[src/rtl/cpu_run_ctrl.sv]
// rtl/cpu_run_ctrl.sv - load/run/dump sequencer driving cpu enable and both external memory ports
module cpu_run_ctrl #(
  parameter int unsigned ADDR_STEP = 4,
  parameter int unsigned CNT_W     = 16,
  parameter int unsigned RD_LAT    = 1,
  parameter logic [31:0] DUMP_BASE = 32'h0
) (
  input  logic             clk,
  input  logic             srst,
  input  logic             start,
  input  logic [CNT_W-1:0] imem_words,
  input  logic [CNT_W-1:0] run_cycles,
  input  logic [CNT_W-1:0] dump_words,
  input  logic             in_valid,
  input  logic [31:0]      in_data,
  output logic             in_ready,
  output logic             out_valid,
  output logic [31:0]      out_data,
  input  logic             out_ready,
  output logic             cpu_enable,
  output logic [31:0]      addr_ext,
  output logic [31:0]      wdata_ext,
  output logic             wen_ext,
  output logic             ren_ext,
  output logic [31:0]      addr_ext_2,
  output logic [31:0]      wdata_ext_2,
  output logic             wen_ext_2,
  output logic             ren_ext_2,
  input  logic [31:0]      rdata_ext_2,
  output logic             busy,
  output logic             done
);

  typedef enum logic [2:0] {
    S_IDLE, S_LOAD, S_RUN, S_DUMP_RD, S_DUMP_OUT, S_DONE
  } state_t;

  localparam logic [CNT_W-1:0] CNT_ONE = CNT_W'(1);

  state_t           state, state_n;
  logic [CNT_W-1:0] imem_q, imem_d, run_q, run_d, dump_q, dump_d;
  logic [CNT_W-1:0] k_q, k_d, run_cnt_q, run_cnt_d;
  logic [1:0]       lat_q, lat_d;
  logic [31:0]      out_data_q, out_data_d;
  logic [31:0]      k_addr;

  assign k_addr      = 32'(k_q) * 32'(ADDR_STEP);
  assign out_data    = out_data_q;
  assign ren_ext     = 1'b0;
  assign wen_ext_2   = 1'b0;
  assign wdata_ext_2 = 32'h0;

  // Phase that follows program load: skip any phase whose count is zero.
  function automatic state_t after_load(input logic [CNT_W-1:0] run, input logic [CNT_W-1:0] dump);
    if (run != '0)       return S_RUN;
    else if (dump != '0) return S_DUMP_RD;
    else                 return S_DONE;
  endfunction

  always_ff @(posedge clk) begin
    if (srst) begin
      state      <= S_IDLE;
      imem_q     <= '0;
      run_q      <= '0;
      dump_q     <= '0;
      k_q        <= '0;
      run_cnt_q  <= '0;
      lat_q      <= '0;
      out_data_q <= '0;
    end else begin
      state      <= state_n;
      imem_q     <= imem_d;
      run_q      <= run_d;
      dump_q     <= dump_d;
      k_q        <= k_d;
      run_cnt_q  <= run_cnt_d;
      lat_q      <= lat_d;
      out_data_q <= out_data_d;
    end
  end

  always_comb begin
    state_n    = state;
    imem_d     = imem_q;
    run_d      = run_q;
    dump_d     = dump_q;
    k_d        = k_q;
    run_cnt_d  = run_cnt_q;
    lat_d      = lat_q;
    out_data_d = out_data_q;
    in_ready   = 1'b0;
    out_valid  = 1'b0;
    cpu_enable = 1'b0;
    addr_ext   = 32'h0;
    wdata_ext  = 32'h0;
    wen_ext    = 1'b0;
    addr_ext_2 = 32'h0;
    ren_ext_2  = 1'b0;
    busy       = 1'b0;
    done       = 1'b0;

    case (state)
      S_IDLE, S_DONE: begin
        done = (state == S_DONE);
        if (start) begin
          imem_d    = imem_words;
          run_d     = run_cycles;
          dump_d    = dump_words;
          k_d       = '0;
          run_cnt_d = run_cycles;
          lat_d     = 2'd0;
          state_n   = (imem_words != '0) ? S_LOAD : after_load(run_cycles, dump_words);
        end
      end
      S_LOAD: begin
        busy     = 1'b1;
        in_ready = 1'b1;
        if (in_valid) begin
          wen_ext   = 1'b1;
          addr_ext  = k_addr;
          wdata_ext = in_data;
          if (k_q == imem_q - CNT_ONE) begin
            k_d       = '0;
            run_cnt_d = run_q;
            lat_d     = 2'd0;
            state_n   = after_load(run_q, dump_q);
          end else begin
            k_d = k_q + CNT_ONE;
          end
        end
      end
      S_RUN: begin
        busy       = 1'b1;
        cpu_enable = 1'b1;
        run_cnt_d  = run_cnt_q - CNT_ONE;
        lat_d      = 2'd0;
        if (run_cnt_q == CNT_ONE) state_n = (dump_q != '0) ? S_DUMP_RD : S_DONE;
      end
      S_DUMP_RD: begin
        // Read strobe on the first cycle only; address held while the memory responds.
        busy       = 1'b1;
        addr_ext_2 = DUMP_BASE + k_addr;
        ren_ext_2  = (lat_q == 2'd0);
        if (lat_q == 2'(RD_LAT)) begin
          out_data_d = rdata_ext_2;
          state_n    = S_DUMP_OUT;
        end else begin
          lat_d = lat_q + 2'd1;
        end
      end
      S_DUMP_OUT: begin
        busy      = 1'b1;
        out_valid = 1'b1;
        if (out_ready) begin
          lat_d = 2'd0;
          if (k_q == dump_q - CNT_ONE) begin
            k_d     = '0;
            state_n = S_DONE;
          end else begin
            k_d     = k_q + CNT_ONE;
            state_n = S_DUMP_RD;
          end
        end
      end
      default: state_n = S_IDLE;
    endcase
  end

endmodule

[config.mk]
export PLATFORM = sky130hd
export DESIGN_NAME = cpu_run_ctrl
export DESIGN_NICKNAME = d
export VERILOG_FILES = /design/src/rtl/cpu_run_ctrl.sv
export SDC_FILE = /design/constraint.sdc
export NUM_CORES = 1
export LEC_CHECK = 0
export ABC_AREA = 1
export BUFFER_PORTS_ARGS = -buffer_cell sky130_fd_sc_hd__clkbuf_2
export CORE_ASPECT_RATIO = 0.8
export CORE_UTILIZATION = 46
export DETAILED_ROUTE_END_ITERATION = 8
export PLACE_DENSITY = 0.78
export SLEW_MARGIN = 20
export SYNTH_ARGS = -nofsm -noshare
export SYNTH_HDL_FRONTEND = slang
export SYNTH_SLANG_ARGS = --single-unit
export TNS_END_PERCENT = 100
[constraint.sdc]
create_clock -name clk -period 1.8 [get_ports clk]
set_input_delay 0.45 -clock clk [delete_from_list [all_inputs] [get_ports clk]]
set_output_delay 0.45 -clock clk [all_outputs]
set_load 0.02 [all_outputs]
== Word-level counts from Yosys, hierarchy flattened ==
Index checks and enable logic that the tools add are counted.
W data, S select, Z words.
Storage, ports and cells
  register bits: 117
  bits of input ports: 117
  output and inout bits: 169
  logic and storage cells: 89
Operators by class
  $add $sub $neg: 5
  equality and inequality tests: 16
  muxes and demuxes: 42
  reduce and logical (&&, ||, !) cells: 18
Operators by type and width (number)
  $mux W16: 8
  $pmux W16 S3: 2
  $reduce_bool A16 Y1: 5
  $mux W32: 2
  $mux W18: 3
  $sub A16 B1 Y16 const B: 3
  $mux W3: 12
  $eq A16 B16 Y1: 2
  $add A16 B1 Y16 const B: 1
  $eq A16 B1 Y1 const B: 1
  $pmux W3 S5: 1
  $ne A2 B2 Y1 const B: 7
  $reduce_and A6 Y1: 2
  $mux W2: 5
  $pmux W2 S5: 1
  $mux W1: 8
  $reduce_and A4 Y1: 2
  $eq A3 B2 Y1 const B: 2
  $eq A3 B3 Y1 const B: 2
  $reduce_bool A3 Y1: 2
  $reduce_bool A5 Y1: 1
  $reduce_and A2 Y1: 2
  $reduce_or A4 Y1: 1
  $eq A3 B1 Y1 const B: 1
  5 further kinds: 5

== Longest topological paths before layout ==
  depth after elaboration: 6
  mapped depth: 18
  mapped depth without buffers: 18

== Worst setup path after synthesis ==
No wires, ideal clock.
  path kind: reg2out
  start: register state[0]
  end: output port addr_ext[10]
  arrival time: 1778 ps
  required time: 1350 ps
  slack: -428 ps
  stages on the path, launching flop included: 8
  cell sequence: dfxtp_1 inv_2 nor2_2 nand2_2 nor2_1 inv_1 clkbuf_1 nor2_1
Between the ends
  cells in the longest elaborated chain, start to end: 2
RTL lines
  start: declaration: line 40  | state_t state, state_n;
  start signal: assignment: line 71  | state <= state_n;
  $eq A3 B1 Y1: line 102  | case (state)
  $mux W18: line 102
  end: declaration: line 21  | output logic [31:0] addr_ext,
Every way passes these cells.

== Worst setup path after layout ==
  start: register k_q[0]
  end: register k_q[14]
Between the ends
  cells in the longest elaborated chain, start to end: 4
  elaborated cells between the ends (all ways): 8
  those cells by class: add/sub: 1; eq/ne: 2; mux: 5
RTL lines
  start: declaration: line 42  | logic [CNT_W-1:0] k_q, k_d, run_cnt_q, run_cnt_d;
  start signal: assignment: line 75  | k_q <= k_d;
  $add A16 B1 Y16 (tied with other cells): line 128, 160
  $mux W16 (on tied branches): line 156, 122
  $mux W16 (on tied branches): line 154, 118
  $pmux W16 S3 (*): line 102
Every way passes the cells marked *; elsewhere a longest branch is shown, timed or not. The select of a mux whose other input is x is not followed.
A chain may end at the register's enable or synchronous reset.

==> metrics.txt <==
# TYPE chip_impl_metric gauge
chip_impl_metric{name="placedCellCount",unit=""} 1756
chip_impl_metric{name="floorplan.initialDensity",unit="%"} 47.2
chip_impl_metric{name="fill_cells",unit=""} 1123
chip_impl_metric{name="final_net_count",unit=""} 1715
chip_impl_metric{name="min_path_cells",unit=""} 3
chip_impl_metric{name="synth_enable_flop_cells",unit=""} 0
chip_impl_metric{name="cts.path.max_buffers",unit=""} 2
chip_impl_info{name="timing.hold.worst.class",value="primary input to flip-flop"} 1
chip_impl_metric{name="timing_hold_violations_final",unit=""} 0
chip_impl_metric{name="vias",unit=""} 9674
chip_impl_info{name="status",value="finished, violations left"} 1
chip_impl_metric{name="drv_slew",unit=""} 0
chip_impl_metric{name="ys_async_sr_fraction",unit="%"} 0
chip_impl_metric{name="h-tree-depth",unit=""} 4
chip_impl_metric{name="maximum_number_of_pins_on_one_net_before_global_route_repair",unit=""} 61
chip_impl_metric{name="layout.cells.non_filler",unit=""} 1824
chip_impl_metric{name="cts.clk_slew.worst_paths",unit="ns"} 0.06
chip_impl_metric{name="fraction_of_layout_cells_with_a_size_suffix_above_1",unit="%"} 40.1
chip_impl_metric{name="worst_clock_skew",unit="ns"} 0.00900
chip_impl_metric{name="final_min_period_over_clock_period",unit="%"} 125
chip_impl_metric{name="fmaxAchievable",unit="MHz"} 446
chip_impl_metric{name="final_worst_path_setup_slack",unit="ns"} -0.443
chip_impl_metric{name="route.detailed.drc",unit=""} 0
chip_impl_metric{name="routed_wirelength_normalized_by_instance_count",unit="um"} 17.1
chip_impl_metric{name="gp_routability_congestion",unit=""} 0.939
chip_impl_metric{name="io-pin-count",unit=""} 286
chip_impl_metric{name="clk-insertion-delay-late",unit="ns"} 0.43
chip_impl_metric{name="grt_first_pass_wirelength",unit="um"} 45800
chip_impl_info{name="commonest_non_fill_non_tap_cell_in_the_layout",value="sky130_fd_sc_hd__nand2_1"} 1
chip_impl_metric{name="post_synth_inst_count",unit=""} 1252
chip_impl_metric{name="detailroute.wirelength.met3",unit="um"} 3210
chip_impl_metric{name="timing.final.setup_violations",unit=""} 109
chip_impl_info{name="layout.cells.most_common_list",value="sky130_fd_sc_hd__nand2_1 (211), sky130_fd_sc_hd__nor2_1 (194), sky130_fd_sc_hd__clkbuf_2 (152)"} 1
chip_impl_metric{name="leakagePower",unit="nW"} 5.88
chip_impl_metric{name="drt_iter0_markers",unit=""} 987
chip_impl_metric{name="die_width",unit="um"} 148
chip_impl_metric{name="final_antenna_net_count",unit=""} 0
chip_impl_metric{name="antenna_found_initial",unit=""} 0
chip_impl_metric{name="timing.critical_path.fanout_max",unit=""} 3
chip_impl_metric{name="cap_violations",unit=""} 0
chip_impl_metric{name="final_core_utilization",unit="%"} 74.2
chip_impl_metric{name="drt_pass1_iterations",unit=""} 5
chip_impl_metric{name="dieHeight",unit="um"} 119
chip_impl_metric{name="antennaDiodeCount",unit=""} 0
chip_impl_metric{name="cp.required",unit="ns"} 2.14
chip_impl_info{name="violations",value="setup timing"} 1
chip_impl_metric{name="timing.final.crit_period",unit="ns"} 2.24
chip_impl_info{name="critical_path.startpoint_type",value="flip-flop"} 1
chip_impl_metric{name="power-per-cell-area",unit="nW/um^2"} 1420
chip_impl_metric{name="synth_seq_area_share",unit="%"} 30.0
chip_impl_metric{name="synth.lib_cells_used.distinct",unit=""} 44
chip_impl_metric{name="ys_warn_count",unit=""} 0
chip_impl_metric{name="grt_use_total",unit="%"} 33.5
chip_impl_metric{name="rows",unit=""} 42
chip_impl_metric{name="hpwl",unit="um"} 18700
chip_impl_metric{name="grt_remaining_overflow",unit=""} 0
chip_impl_metric{name="route.final.wire_length",unit="um"} 31200
chip_impl_metric{name="m1WireLength",unit="um"} 12000
chip_impl_metric{name="die_area",unit="sq um"} 17500
chip_impl_info{name="top_layer",value="met4"} 1
chip_impl_metric{name="count_of_input_and_output_buffers",unit=""} 219
chip_impl_info{name="crit_path_end_kind",value="flip-flop"} 1
chip_impl_metric{name="mappedNetlistArea",unit="sq um"} 7810
chip_impl_metric{name="areaGrowthSynthToFinish",unit="%"} 57.4
chip_impl_metric{name="synth.avg_cell_area",unit="sq um"} 6.24
chip_impl_metric{name="met2RoutedLength",unit="um"} 14500
chip_impl_metric{name="max_slew_margin",unit="%"} 60.6
chip_impl_metric{name="num_cts_buffers",unit=""} 17
chip_impl_metric{name="cp_data_arrival_time",unit="ns"} 2.59
chip_impl_metric{name="tns",unit="ns"} -28.86
chip_impl_metric{name="ir_drop",unit="mV"} 0.786
chip_impl_info{name="ys.flop_type",value="sky130_fd_sc_hd__dfxtp_1"} 1
chip_impl_metric{name="dp_worst_setup_slack",unit="ns"} -0.197
chip_impl_metric{name="numClockSinks",unit=""} 117
chip_impl_metric{name="post_synthesis_register_bit_count",unit=""} 117
chip_impl_metric{name="first_global_vias",unit=""} 8996
chip_impl_info{name="critical_path_class",value="flip-flop to flip-flop"} 1
chip_impl_metric{name="tightestPinTransition",unit="ns"} 0.586
chip_impl_metric{name="core_area",unit="sq um"} 16600
chip_impl_info{name="cts_root_buffer",value="sky130_fd_sc_hd__clkbuf_16"} 1
chip_impl_info{name="cts_tree",value="built"} 1
chip_impl_info{name="grt_setup_unrepaired",value="true"} 1
chip_impl_metric{name="vias_per_cell",unit=""} 5.30
chip_impl_metric{name="ff2ff_path_depth",unit=""} 11
## flip-flops by register name, indices dropped and copies added, names as in the netlist
| signal | flops |
|---|---|
| dump_q | 16 |
| run_q | 16 |
| run_cnt_q | 16 |
| k_q | 16 |
| lat_q | 2 |
| out_data | 32 |
| state | 3 |
| imem_q | 16 |
## cell families (layout without fill, tap and decap cells)
| logic type | count (synthesis) | after routing | share of synthesized area [%] |
|---|---|---|---|
| flops | 117 | 117 | 30.0 |
| other cells | 1 | 66 | 0.0480 |
| fa+ha+maj | 7 | 7 | 1.12 |
| xor+xnor | 40 | 40 | 4.49 |
| simple gates | 650 | 654 | 35.7 |
| compound gates | 187 | 187 | 12.9 |
| buf+inv | 250 | 533 | 15.7 |
## report_power, final
group          internal [mW]  switching, mW  total [mW]
clock                   2.27           1.40        3.67
sequential              3.17          0.525        3.70
combinational           3.97           6.17        10.1
## per-stage QoR
step                      power (mW)  instance area, sq um  hold WS, ns
final                           17.5                 12300        0.243
after global routing            18.4                 12300        0.242
after CTS                       16.3                 12000        0.235
after detailed placement        10.9                  9950        0.471
after global placement          10.7                  9950        0.460
after floorplan                 8.93                  8390        0.445
## layer usage
metal	vias up	track usage, %
met5	-	0
met4	0	15.3
met3	121	9.27
met2	638	56.7
met1	4408	39.2
li1	4507	-
## critical path, cell delays in order, from the launching register on
cell and delay (ns):
sky130_fd_sc_hd__dfxtp_2 0.36, sky130_fd_sc_hd__ha_2 0.22, sky130_fd_sc_hd__nand2_1 0.14, sky130_fd_sc_hd__nor2_2 0.17, sky130_fd_sc_hd__nand3_1 0.14, sky130_fd_sc_hd__nor3_2 0.25
sky130_fd_sc_hd__nand2_2 0.11, sky130_fd_sc_hd__nor3_2 0.15, sky130_fd_sc_hd__nand2_1 0.08, sky130_fd_sc_hd__xor2_1 0.20, sky130_fd_sc_hd__nand3_2 0.11, sky130_fd_sc_hd__a21oi_2 0.20
## synth_stat cells (2+ instances only)
master	count	share of area, %
sky130_fd_sc_hd__o221ai_1	7	0.79
sky130_fd_sc_hd__a221o_1	2	0.26
sky130_fd_sc_hd__buf_2	9	0.58
sky130_fd_sc_hd__nor3_2	4	0.51
sky130_fd_sc_hd__o21ai_1	19	1.2
sky130_fd_sc_hd__clkbuf_2	2	0.13
sky130_fd_sc_hd__buf_4	66	6.3
sky130_fd_sc_hd__o21bai_1	2	0.19
sky130_fd_sc_hd__nor3_1	12	0.77
sky130_fd_sc_hd__inv_1	120	5.8
sky130_fd_sc_hd__xnor2_1	12	1.3
sky130_fd_sc_hd__ha_1	7	1.1
sky130_fd_sc_hd__nand3_1	53	3.4
sky130_fd_sc_hd__clkbuf_1	35	1.7
sky130_fd_sc_hd__o21ai_0	90	5.8
sky130_fd_sc_hd__nor2_1	279	13
sky130_fd_sc_hd__nor2_2	23	1.8
sky130_fd_sc_hd__o211ai_1	3	0.29
sky130_fd_sc_hd__xor2_1	28	3.1
sky130_fd_sc_hd__nand2_2	7	0.56
sky130_fd_sc_hd__buf_1	3	0.14
sky130_fd_sc_hd__inv_2	12	0.58
sky130_fd_sc_hd__a21oi_1	59	3.8
sky130_fd_sc_hd__and2_1	2	0.16
sky130_fd_sc_hd__nor2_4	3	0.43
sky130_fd_sc_hd__or2_2	2	0.16
sky130_fd_sc_hd__dfxtp_1	117	30
sky130_fd_sc_hd__nand2_4	3	0.43
sky130_fd_sc_hd__nand4_1	17	1.4
sky130_fd_sc_hd__nand3b_1	8	0.77
sky130_fd_sc_hd__nor4_1	4	0.32
sky130_fd_sc_hd__nand2_1	230	11
## repair_timing
action                                 CTS  global route
cloned                                  11             3
gates resized for setup                270            75
setup endpoints to repair              108           143
pin swaps                               23            33
endpoints found under the hold margin    0             0
hold buffers                             0             0
buffers inserted                        17             6
## final cells by class
cell class | instances | area [sq um] | share of cell area [%]
Clock buffer | 19 | 453 | 3.69
Clock inverter | 13 | 171 | 1.39
Inverter | 133 | 537 | 4.37
Multi-Input combinational cell | 954 | 5500 | 44.7
Sequential cell | 117 | 2360 | 19.2
Tap cell | 220 | 275 | 2.24
Timing Repair Buffer | 365 | 2960 | 24.1
Timing Repair inverter | 3 | 33.8 | 0.275
## path summary, 6_finish.rpt
path / end / slack (ns) / startpoint
worst max-delay path: k_q[14] / -0.44 / k_q[0]
worst min-delay path: out_data[13] / 0.24 / rdata_ext_2[13]
worst max register to register: k_q[14] / -0.44 / k_q[0]
worst min register to register: run_q[3] / 0.48 / run_q[3]
No activity file was read; power rests on OpenSTA's default activity.
